`config.mk`:
```
export PLATFORM = sky130hd
export DESIGN_NAME = rr_arbiter_n
export DESIGN_NICKNAME = d
export VERILOG_FILES = /design/src/rtl/arb_pkg.sv /design/src/rtl/arb_pick.sv /design/src/rtl/rr_arbiter_n.sv
export SDC_FILE = /design/constraint.sdc
export NUM_CORES = 1
export LEC_CHECK = 0
export BUFFER_PORTS_ARGS = -buffer_cell sky130_fd_sc_hd__buf_2
export CORE_MARGIN = 2
export CORE_UTILIZATION = 45
export DETAILED_ROUTE_END_ITERATION = 10
export GPL_ROUTABILITY_DRIVEN = 0
export PLACE_DENSITY = 0.75
export SKIP_CTS_REPAIR_TIMING = 1
export SLEW_MARGIN = 40
export SYNTH_ARGS = -nofsm -noshare
export SYNTH_HDL_FRONTEND = slang
export SYNTH_SLANG_ARGS = --single-unit
```
`constraint.sdc`:
```
create_clock -name Clock -period 2.8 [get_ports Clock]
set_input_delay 0.42 -clock Clock [delete_from_list [all_inputs] [get_ports Clock]]
set_output_delay 0.42 -clock Clock [all_outputs]
set_load 0.05 [all_outputs]
```
`src/rtl/arb_pkg.sv`:
```
// Shared definitions for the N-requester arbiter: FSM state encoding and a
// constant-evaluable ceiling-log2 helper used to size index and counter fields.
package arb_pkg;

    // Arbiter FSM states: no owner, or exactly one owner holding the grant.
    typedef enum logic {
        IDLE  = 1'b0,
        GRANT = 1'b1
    } arb_state_t;

    // Ceiling log2; clog2(1) = 0, clog2(2) = 1, clog2(5) = 3.
    function automatic int clog2(input int value);
        int result;
        result = 0;
        for (int i = 0; i < 31; i++) begin
            if ((1 << i) < value) begin
                result = i + 1;
            end
        end
        return result;
    endfunction

endpackage

```
`src/rtl/arb_pick.sv`:
```
// Combinational rotating-priority picker. In fixed mode the scan starts at
// index 0; in round-robin mode it starts one past 'base' and wraps. Bits set in
// 'mask' are never eligible.
module arb_pick
    import arb_pkg::*;
#(
    parameter int N = 4,
    localparam int IW = clog2(N)
) (
    input  logic [N-1:0]  request,
    input  logic [N-1:0]  mask,
    input  logic [IW-1:0] base,
    input  logic          rr_mode,
    output logic          valid,
    output logic [IW-1:0] winner,
    output logic [N-1:0]  onehot
);

    logic [N-1:0] eligible;

    assign eligible = request & ~mask;

    // Scan eligible requests from the start index upward, first hit wins.
    always_comb begin
        int start;
        int pos;
        logic [IW-1:0] idx;
        valid  = 1'b0;
        winner = '0;
        start  = 0;
        pos    = 0;
        idx    = '0;
        if (rr_mode) begin
            start = (int'(base) + 1) % N;
        end
        for (int k = 0; k < N; k++) begin
            pos = (start + k) % N;
            idx = IW'(pos);
            if (!valid && eligible[idx]) begin
                valid  = 1'b1;
                winner = idx;
            end
        end
    end

    // One-hot form of the winner, all zero when nothing is eligible.
    always_comb begin
        onehot = '0;
        if (valid) begin
            onehot[winner] = 1'b1;
        end
    end

endmodule

```
`src/rtl/rr_arbiter_n.sv`:
```
// N-requester arbiter with fixed-priority or round-robin selection, registered
// one-hot grant and a bounded tenure of MAX_HOLD cycles (0 = unlimited).
// Handshake: a master owns the resource for every cycle its o_grant bit is
// high; it keeps ownership while it holds its i_request bit, and dropping the
// bit releases the grant at the next rising edge, where the next owner (if
// any) is granted in the same edge with no gap and no overlap.
// o_state and o_hold_cnt expose the FSM state and tenure counter for debug.
module rr_arbiter_n
    import arb_pkg::*;
#(
    parameter int N = 4,
    parameter int MAX_HOLD = 8,
    localparam int IW = clog2(N),
    localparam int HW = (clog2(MAX_HOLD + 1) < 1) ? 1 : clog2(MAX_HOLD + 1)
) (
    input  logic          Clock,
    input  logic          Resetn,
    input  logic [N-1:0]  i_request,
    input  logic          i_rr_mode,
    output logic [N-1:0]  o_grant,
    output logic [IW-1:0] o_grant_id,
    output logic          o_busy,
    output arb_state_t    o_state,
    output logic [HW-1:0] o_hold_cnt
);

    localparam logic [HW-1:0] HOLD_LAST = HW'((MAX_HOLD == 0) ? 0 : MAX_HOLD - 1);
    localparam logic [IW-1:0] LAST_INIT = IW'(N - 1);

    arb_state_t    state, state_n;
    logic [IW-1:0] owner, owner_n;
    logic [IW-1:0] last, last_n;
    logic [HW-1:0] hold_cnt, hold_n;
    logic [N-1:0]  grant, grant_n;
    logic          busy, busy_n;

    logic [N-1:0]  pick_mask;
    logic          pick_valid;
    logic [IW-1:0] pick_id;
    logic [N-1:0]  pick_onehot;
    logic          owner_req;
    logic          timeout;

    // The current owner is excluded from arbitration while it holds the grant.
    always_comb begin
        pick_mask = '0;
        if (state == GRANT) begin
            pick_mask[owner] = 1'b1;
        end
    end

    assign owner_req = i_request[owner];
    assign timeout   = (MAX_HOLD != 0) && (hold_cnt == HOLD_LAST);

    arb_pick #(
        .N (N)
    ) u_pick (
        .request (i_request),
        .mask    (pick_mask),
        .base    (last),
        .rr_mode (i_rr_mode),
        .valid   (pick_valid),
        .winner  (pick_id),
        .onehot  (pick_onehot)
    );

    // Next-state logic: arbitration on entry, release and tenure expiry.
    always_comb begin
        logic take;
        logic go_idle;
        state_n = state;
        owner_n = owner;
        last_n  = last;
        hold_n  = hold_cnt;
        grant_n = grant;
        take    = 1'b0;
        go_idle = 1'b0;
        case (state)
            IDLE: begin
                if (pick_valid) begin
                    take = 1'b1;
                end
            end
            GRANT: begin
                if (!owner_req) begin
                    if (pick_valid) begin
                        take = 1'b1;
                    end else begin
                        go_idle = 1'b1;
                    end
                end else if (timeout) begin
                    // No one else waiting: the owner starts a fresh tenure.
                    if (pick_valid) begin
                        take = 1'b1;
                    end else begin
                        hold_n = '0;
                    end
                end else if (MAX_HOLD != 0) begin
                    hold_n = hold_cnt + 1'b1;
                end
            end
            default: begin
                go_idle = 1'b1;
            end
        endcase
        if (take) begin
            state_n = GRANT;
            owner_n = pick_id;
            last_n  = pick_id;
            hold_n  = '0;
            grant_n = pick_onehot;
        end
        if (go_idle) begin
            state_n = IDLE;
            owner_n = '0;
            hold_n  = '0;
            grant_n = '0;
        end
        busy_n = |grant_n;
    end

    // State, owner, pointer, counter and output registers with sync reset.
    always_ff @(posedge Clock) begin
        if (!Resetn) begin
            state    <= IDLE;
            owner    <= '0;
            last     <= LAST_INIT;
            hold_cnt <= '0;
            grant    <= '0;
            busy     <= 1'b0;
        end else begin
            state    <= state_n;
            owner    <= owner_n;
            last     <= last_n;
            hold_cnt <= hold_n;
            grant    <= grant_n;
            busy     <= busy_n;
        end
    end

    assign o_grant    = grant;
    assign o_grant_id = owner;
    assign o_busy     = busy;
    assign o_state    = state;
    assign o_hold_cnt = hold_cnt;

endmodule

```
==> impl_metrics.json, run 1 <==
{
  "critPathArrivalTime_ns": 2.43,
  "post_drt_wl_per_cell_um": 15.3,
  "cap_violations": 0,
  "hold_viol": 0,
  "finalSetupViolCount": 0,
  "power_per_cell_area_nw_per_um2": 798,
  "synth_top_cell_by_area": "dfxtp_1",
  "yosysSeqAreaShare_pct": 23.7,
  "placed_cell_area_um2": 1260,
  "async_flop_share_pct": 0,
  "ir_worst_vdd_mv": 0.471,
  "crit_slowest_cell": "dfxtp_1",
  "p_total_mw": 1.04,
  "antenna_found_initial": 0,
  "synth_warnings": 0,
  "cts_tree": "yes",
  "ys.flop_type": "dfxtp_1",
  "worst_ep_required_time_ns": 2.97,
  "fmax_mhz": 443,
  "crit_path_max_fanout": 12,
  "fin_util_pct": 52.5,
  "die_w_um": 55.3,
  "final_nets": 171,
  "crit_path_end_kind": "register",
  "reg2reg_from": "o_state$_SDFFE_PP0N_",
  "avgSynthCellArea_um2": 8.11,
  "dieArea_um2": 3060,
  "synth.area.top_cells": "dfxtp_1, nor2_1, nand2_1",
  "tightest_slew_ns": 0.418,
  "clk_latency_ns": 0.27,
  "diodes": 0,
  "cts_buffers": 3,
  "io_pins": 19,
  "setup.worst_path.start": "o_state$_SDFFE_PP0N_",
  "vias": 1173,
  "rsz0062_at_grt": "false",
  "area_growth_pct": 9.83,
  "grt_usage_pct": 19.9,
  "min-delay-start": "Resetn",
  "viasPerCell": 6.11,
  "drive_above_1_share_pct": 24.7,
  "clock_sinks": 14,
  "post-synth-top-count-cell": "nor2_1",
  "yosysTopAreaCellShare_pct": 23.7,
  "status": "complete, no violations",
  "grt_max_degree": 13,
  "ys_seq_elements": 14,
  "postRouteAntennaNets": 0,
  "period_minus_slack_ns": 2.26,
  "grt_pass1_wl_um": 5080,
  "power.leakage_nw": 0.525,
  "worstSetupStartpointType": "register",
  "relSlewSlack_pct": 72.0,
  "hold_class": "in -> reg",
  "synthDistinctLibCells": 56,
  "chipHeight_um": 55.3,
  "synth_fp_nets": 154,
  "finalSetupTns_ns": 0,
  "drt_wl_total_um": 2940,
  "ys_top_cells_by_count": "nor2_1, nand2_1, dfxtp_1, a21oi_1, nand2b_1",
  "placementRows": 18,
  "firstDrtPassIters": 4,
  "cpPeakStageDelay_ns": 0.57,
  "drtIter0Drc": 56,
  "grt_overflow_total": 0,
  "cts_buffer_depth": 2,
  "crit_type": "reg -> reg",
  "slew_viol_final": 0,
  "synth_edf_count": 0,
  "clock-skew-final_ns": 0.00178,
  "dp_hpwl_um": 2260,
  "clockRootBuffer": "clkbuf_4",
  "final.fill_count": 241,
  "synth_cells": 146,
  "path_cells": "or3b_1 > a21oi_2 > nor3b_1 > a211oi_1 > nor2_1 > a32o_1",
  "period_share_pct": 80.7,
  "io_buffers": 18,
  "drc": 0,
  "start_util_pct": 47.8,
  "final_area_um2": 1300,
  "grt_pass1_vias": 1128,
  "core_area_um2": 2480,
  "cts_max_level": 1,
  "syn_area_um2": 1180,
  "clk_pin_slew_worst_paths_ns": 0.08
}
registers in the layout, summed over array words and instances (netlist names):
register and cells:
o_busy 1, o_state 1, last 2, o_grant_id 2, o_grant 4, o_hold_cnt 4
worst max-delay path: cells and delay by family, from the launching register on:
family             cells  cell delay, ns
DFF                    1            0.57
and+or+nand+nor        3            0.71
AOI/OAI and AO/OA      3            0.88
area by class of cell:
type                    count  area (µm²)  share of cell area, %
clock buffers               4        36.3                   2.79
repair buffers             18        90.1                   6.93
multi-input cells         122         841                   64.7
inverters                   4        15.0                   1.15
well taps                  30        37.5                   2.89
flip-flops and latches     14         280                   21.6
per-layer routing:
metal	up-vias	GRT usage (%)	routed length [µm]
li1	583	-	-
met1	546	26.2	1370
met2	40	31.6	1370
met3	4	3.98	160
met4	0	8.36	38
met5	-	0	0
final timing paths:
path         depth (start not counted)  slack [ns]               endpoint
min reg2reg                          2        0.49  o_grant[2]$_SDFF_PN0_
min                                  2        0.39   last[1]$_SDFFE_PN1N_
max reg2reg                          6        0.54  o_grant[0]$_SDFF_PN0_
max                                  6        0.54  o_grant[0]$_SDFF_PN0_
logic make-up (layout without fill, tap and decap cells):
| kind of cell | count (synthesis) | in the layout | share of synthesized area (%) |
|---|---|---|---|
| AOI/OAI and AO/OA | 49 | 49 | 35.7 |
| buffers and inverters | 10 | 26 | 5.28 |
| muxes | 6 | 6 | 5.39 |
| and+or+nand+nor | 66 | 66 | 28.9 |
| DFF | 14 | 14 | 23.7 |
| adders and majority gates | 1 | 1 | 1.06 |
through the flow:
stage	worst slack (ns)	instances	hold slack (ns)
2_1_floorplan	0.595	146	0.491
3_3_place_gp	0.639	188	0.484
3_5_place_dp	0.586	188	0.483
4_1_cts	0.568	192	0.381
5_1_grt	0.368	192	0.395
6_report	0.542	192	0.388
power breakdown:
group	internal [mW]	total, mW	switching [mW]	leakage (nW)
clock network	0.0790	0.143	0.0641	0.0210
logic	0.208	0.576	0.368	0.389
registers	0.244	0.319	0.0749	0.115
placed cells by master, fill, tap and decap left out, types with 3 or more instances in the layout:
cell type,Yosys,final
a211oi_1,3,3
a21oi_1,11,11
buf_2,2,18
clkbuf_4,0,3
dfxtp_1,14,14
inv_1,4,4
mux2_2,3,3
mux2i_1,3,3
nand2_1,15,15
nand2b_1,8,8
nand3_1,3,3
nor2_1,19,19
nor2b_1,4,4
o21ai_0,5,5
or3_1,3,3
Power figures use the tool's default switching activity.
==> run 2: changes to the inputs <==
--- a/config.mk
+++ b/config.mk
@@ -5,12 +5,13 @@
 export SDC_FILE = /design/constraint.sdc
 export NUM_CORES = 1
 export LEC_CHECK = 0
+export ABC_AREA = 1
 export BUFFER_PORTS_ARGS = -buffer_cell sky130_fd_sc_hd__buf_2
 export CORE_MARGIN = 2
 export CORE_UTILIZATION = 45
 export DETAILED_ROUTE_END_ITERATION = 10
 export GPL_ROUTABILITY_DRIVEN = 0
-export PLACE_DENSITY = 0.75
+export PLACE_DENSITY = 0.76
 export SKIP_CTS_REPAIR_TIMING = 1
 export SLEW_MARGIN = 40
 export SYNTH_ARGS = -nofsm -noshare
==> constraint.sdc (replaced) <==
create_clock -name Clock -period 2.2 [get_ports Clock]
set_input_delay 0.33 -clock Clock [delete_from_list [all_inputs] [get_ports Clock]]
set_output_delay 0.33 -clock Clock [all_outputs]
set_load 0.05 [all_outputs]
==> run 2 against run 1 <==
- non-clock buffer count did not move
- combinational power rose by 72%
- via count fell by 12%
- clock skew fell by 0.00070 ns
- routed wire length fell by 29%
- clock power rose by 27%
- sequential share of layout area rose by 3.9 points
- core utilization rose by 3.7 points
- clock-buffer cell count did not move
- die area fell by 19%
- cell count rose by 2.1%
- worst setup slack got worse by 0.33 ns
- critical path type unchanged
- largest power group unchanged
==> impl_metrics.json, run 2 <==
{
  "power.leakage_nw": 0.550,
  "dp_hpwl_um": 1690,
  "cts_buffer_depth": 2,
  "synth_warnings": 0,
  "relSlewSlack_pct": 76.0,
  "period_share_pct": 90.4,
  "async_flop_share_pct": 0,
  "yosys.area_share.simple_pct": 52.2,
  "synth_top_cell_by_area": "dfxtp_1",
  "avgSynthCellArea_um2": 6.41,
  "yosys-mux-area-fraction_pct": 0,
  "synth_edf_count": 0,
  "yosysSeqAreaShare_pct": 29.7,
  "synth_xor_area_share_pct": 0.930,
  "cts_max_level": 1,
  "ys_top_cells_by_count": "nand2_1, nand3_1, inv_1, dfxtp_1, nor2_1",
  "setup.worst_path.start": "last[0]$_SDFFE_PN1N_",
  "start_util_pct": 48.0,
  "power_per_cell_area_nw_per_um2": 1420,
  "area_growth_pct": 17.0,
  "firstDrtPassIters": 4,
  "synth_cells": 147,
  "diodes": 0,
  "ys_seq_elements": 14,
  "final_nets": 178,
  "postRouteAntennaNets": 0,
  "grt_pass1_wl_um": 3620,
  "clockRootBuffer": "clkbuf_4",
  "drc": 0,
  "reg2reg_from": "last[0]$_SDFFE_PN1N_",
  "p_total_mw": 1.57,
  "post-synth-top-count-cell": "nand2_1",
  "hold_class": "in -> reg",
  "critPathArrivalTime_ns": 2.17,
  "cts_tree": "yes",
  "synthAdderAreaFrac_pct": 1.33,
  "fin_util_pct": 56.2,
  "io_buffers": 18,
  "drt_wl_total_um": 2090,
  "crit_path_end_kind": "register",
  "min-delay-start": "Resetn",
  "worstSetupStartpointType": "register",
  "drtIter0Drc": 25,
  "worst_ep_required_time_ns": 2.38,
  "grt_overflow_total": 0,
  "io_pins": 19,
  "synthDistinctLibCells": 22,
  "ys.flop_type": "dfxtp_1",
  "fmax_mhz": 503,
  "vias": 1027,
  "clock_sinks": 14,
  "synth_compound_area_share_pct": 8.10,
  "synth.area.top_cells": "dfxtp_1, nand2_1, nand3_1",
  "final.fill_count": 209,
  "syn_area_um2": 942,
  "post_drt_wl_per_cell_um": 10.7,
  "yosysTopAreaCellShare_pct": 29.7,
  "clock-skew-final_ns": 0.00108,
  "crit_type": "reg -> reg",
  "rsz0062_at_grt": "false",
  "slew_viol_final": 0,
  "dieArea_um2": 2480,
  "chipHeight_um": 49.8,
  "ir_worst_vdd_mv": 0.818,
  "finalSetupTns_ns": 0,
  "period_minus_slack_ns": 1.99,
  "viasPerCell": 5.24,
  "synth_fp_nets": 155,
  "clk_latency_ns": 0.28,
  "tightest_slew_ns": 0.356,
  "cap_violations": 0,
  "final_cell_mix": "nand2_1, nand3_1, buf_2, inv_1, dfxtp_1",
  "crit_path_max_fanout": 7,
  "hold_viol": 0,
  "die_w_um": 49.8,
  "drive_above_1_share_pct": 24.9,
  "finalSetupViolCount": 0,
  "grt_pass1_vias": 930,
  "clk_pin_slew_worst_paths_ns": 0.08,
  "cts_buffers": 3,
  "grt_max_degree": 9,
  "grt_usage_pct": 18.5,
  "status": "complete, no violations",
  "antenna_found_initial": 0,
  "layout_commonest_cell": "nand2_1",
  "synth_top_family_by_area": "simple AND/OR/NAND/NOR gates",
  "placementRows": 16,
  "core_area_um2": 1960
}
## run 2: through the flow
| stage | setup slack [ns] | area [µm²] | hold slack [ns] | std cells |
|---|---|---|---|---|
| after global routing | 0.0348 | 1100 | 0.320 | 196 |
| after CTS | 0.221 | 1100 | 0.299 | 196 |
| final | 0.211 | 1100 | 0.307 | 196 |
| after floorplan | 0.120 | 942 | 0.429 | 147 |
| after detailed placement | 0.199 | 1070 | 0.468 | 192 |
| after global placement | 0.267 | 1070 | 0.460 | 192 |
## run 2: final cells by class
cell class	count	area (µm²)	share of cell area (%)
flip-flops and latches	14	280	25.4
multi-input cells	114	589	53.5
repair buffers	18	90.1	8.17
inverters	19	72.6	6.58
clock buffers	4	36.3	3.29
well taps	27	33.8	3.06
## run 2: worst paths after layout
check | depth (start not counted) | slack (ns) | endpoint
min reg2reg | 2 | 0.47 | o_grant[3]$_SDFF_PN0_
min | 2 | 0.31 | last[1]$_SDFFE_PN1N_
max | 13 | 0.21 | o_busy$_SDFF_PN0_
max reg2reg | 13 | 0.21 | o_busy$_SDFF_PN0_
## run 2: worst max-delay path: stages, from the launching register on
cell and delay (ns):
dfxtp_1 0.42, inv_2 0.08, nand2_1 0.12, nand3_1 0.15
nand3_1 0.12, nand2_1 0.13, nand3_1 0.14, nor2_2 0.06
nor2_4 0.19, nand2_1 0.15, nand2_1 0.10, nor2_2 0.04
nor2_1 0.11, nand2_1 0.06
## run 2: cell families after synthesis
| logic type | after synthesis |
|---|---|
| and+or+nand+nor | 99 |
| buffers and inverters | 19 |
| DFF | 14 |
| AOI/OAI and AO/OA | 13 |
| xor gates and xnor gates | 1 |
| adders and majority gates | 1 |
## run 2: report_power, final
part | internal [mW] | switching, mW
Clock | 0.101 | 0.0809
Combinational | 0.270 | 0.718
Sequential | 0.333 | 0.0634
## run 2: metal layers
layer	wire, µm	track usage, %	up-vias
li1	-	-	526
met1	952	22.3	461
met2	992	31.8	34
met3	112	3.33	6
met4	36	8.33	0
met5	0	0	-
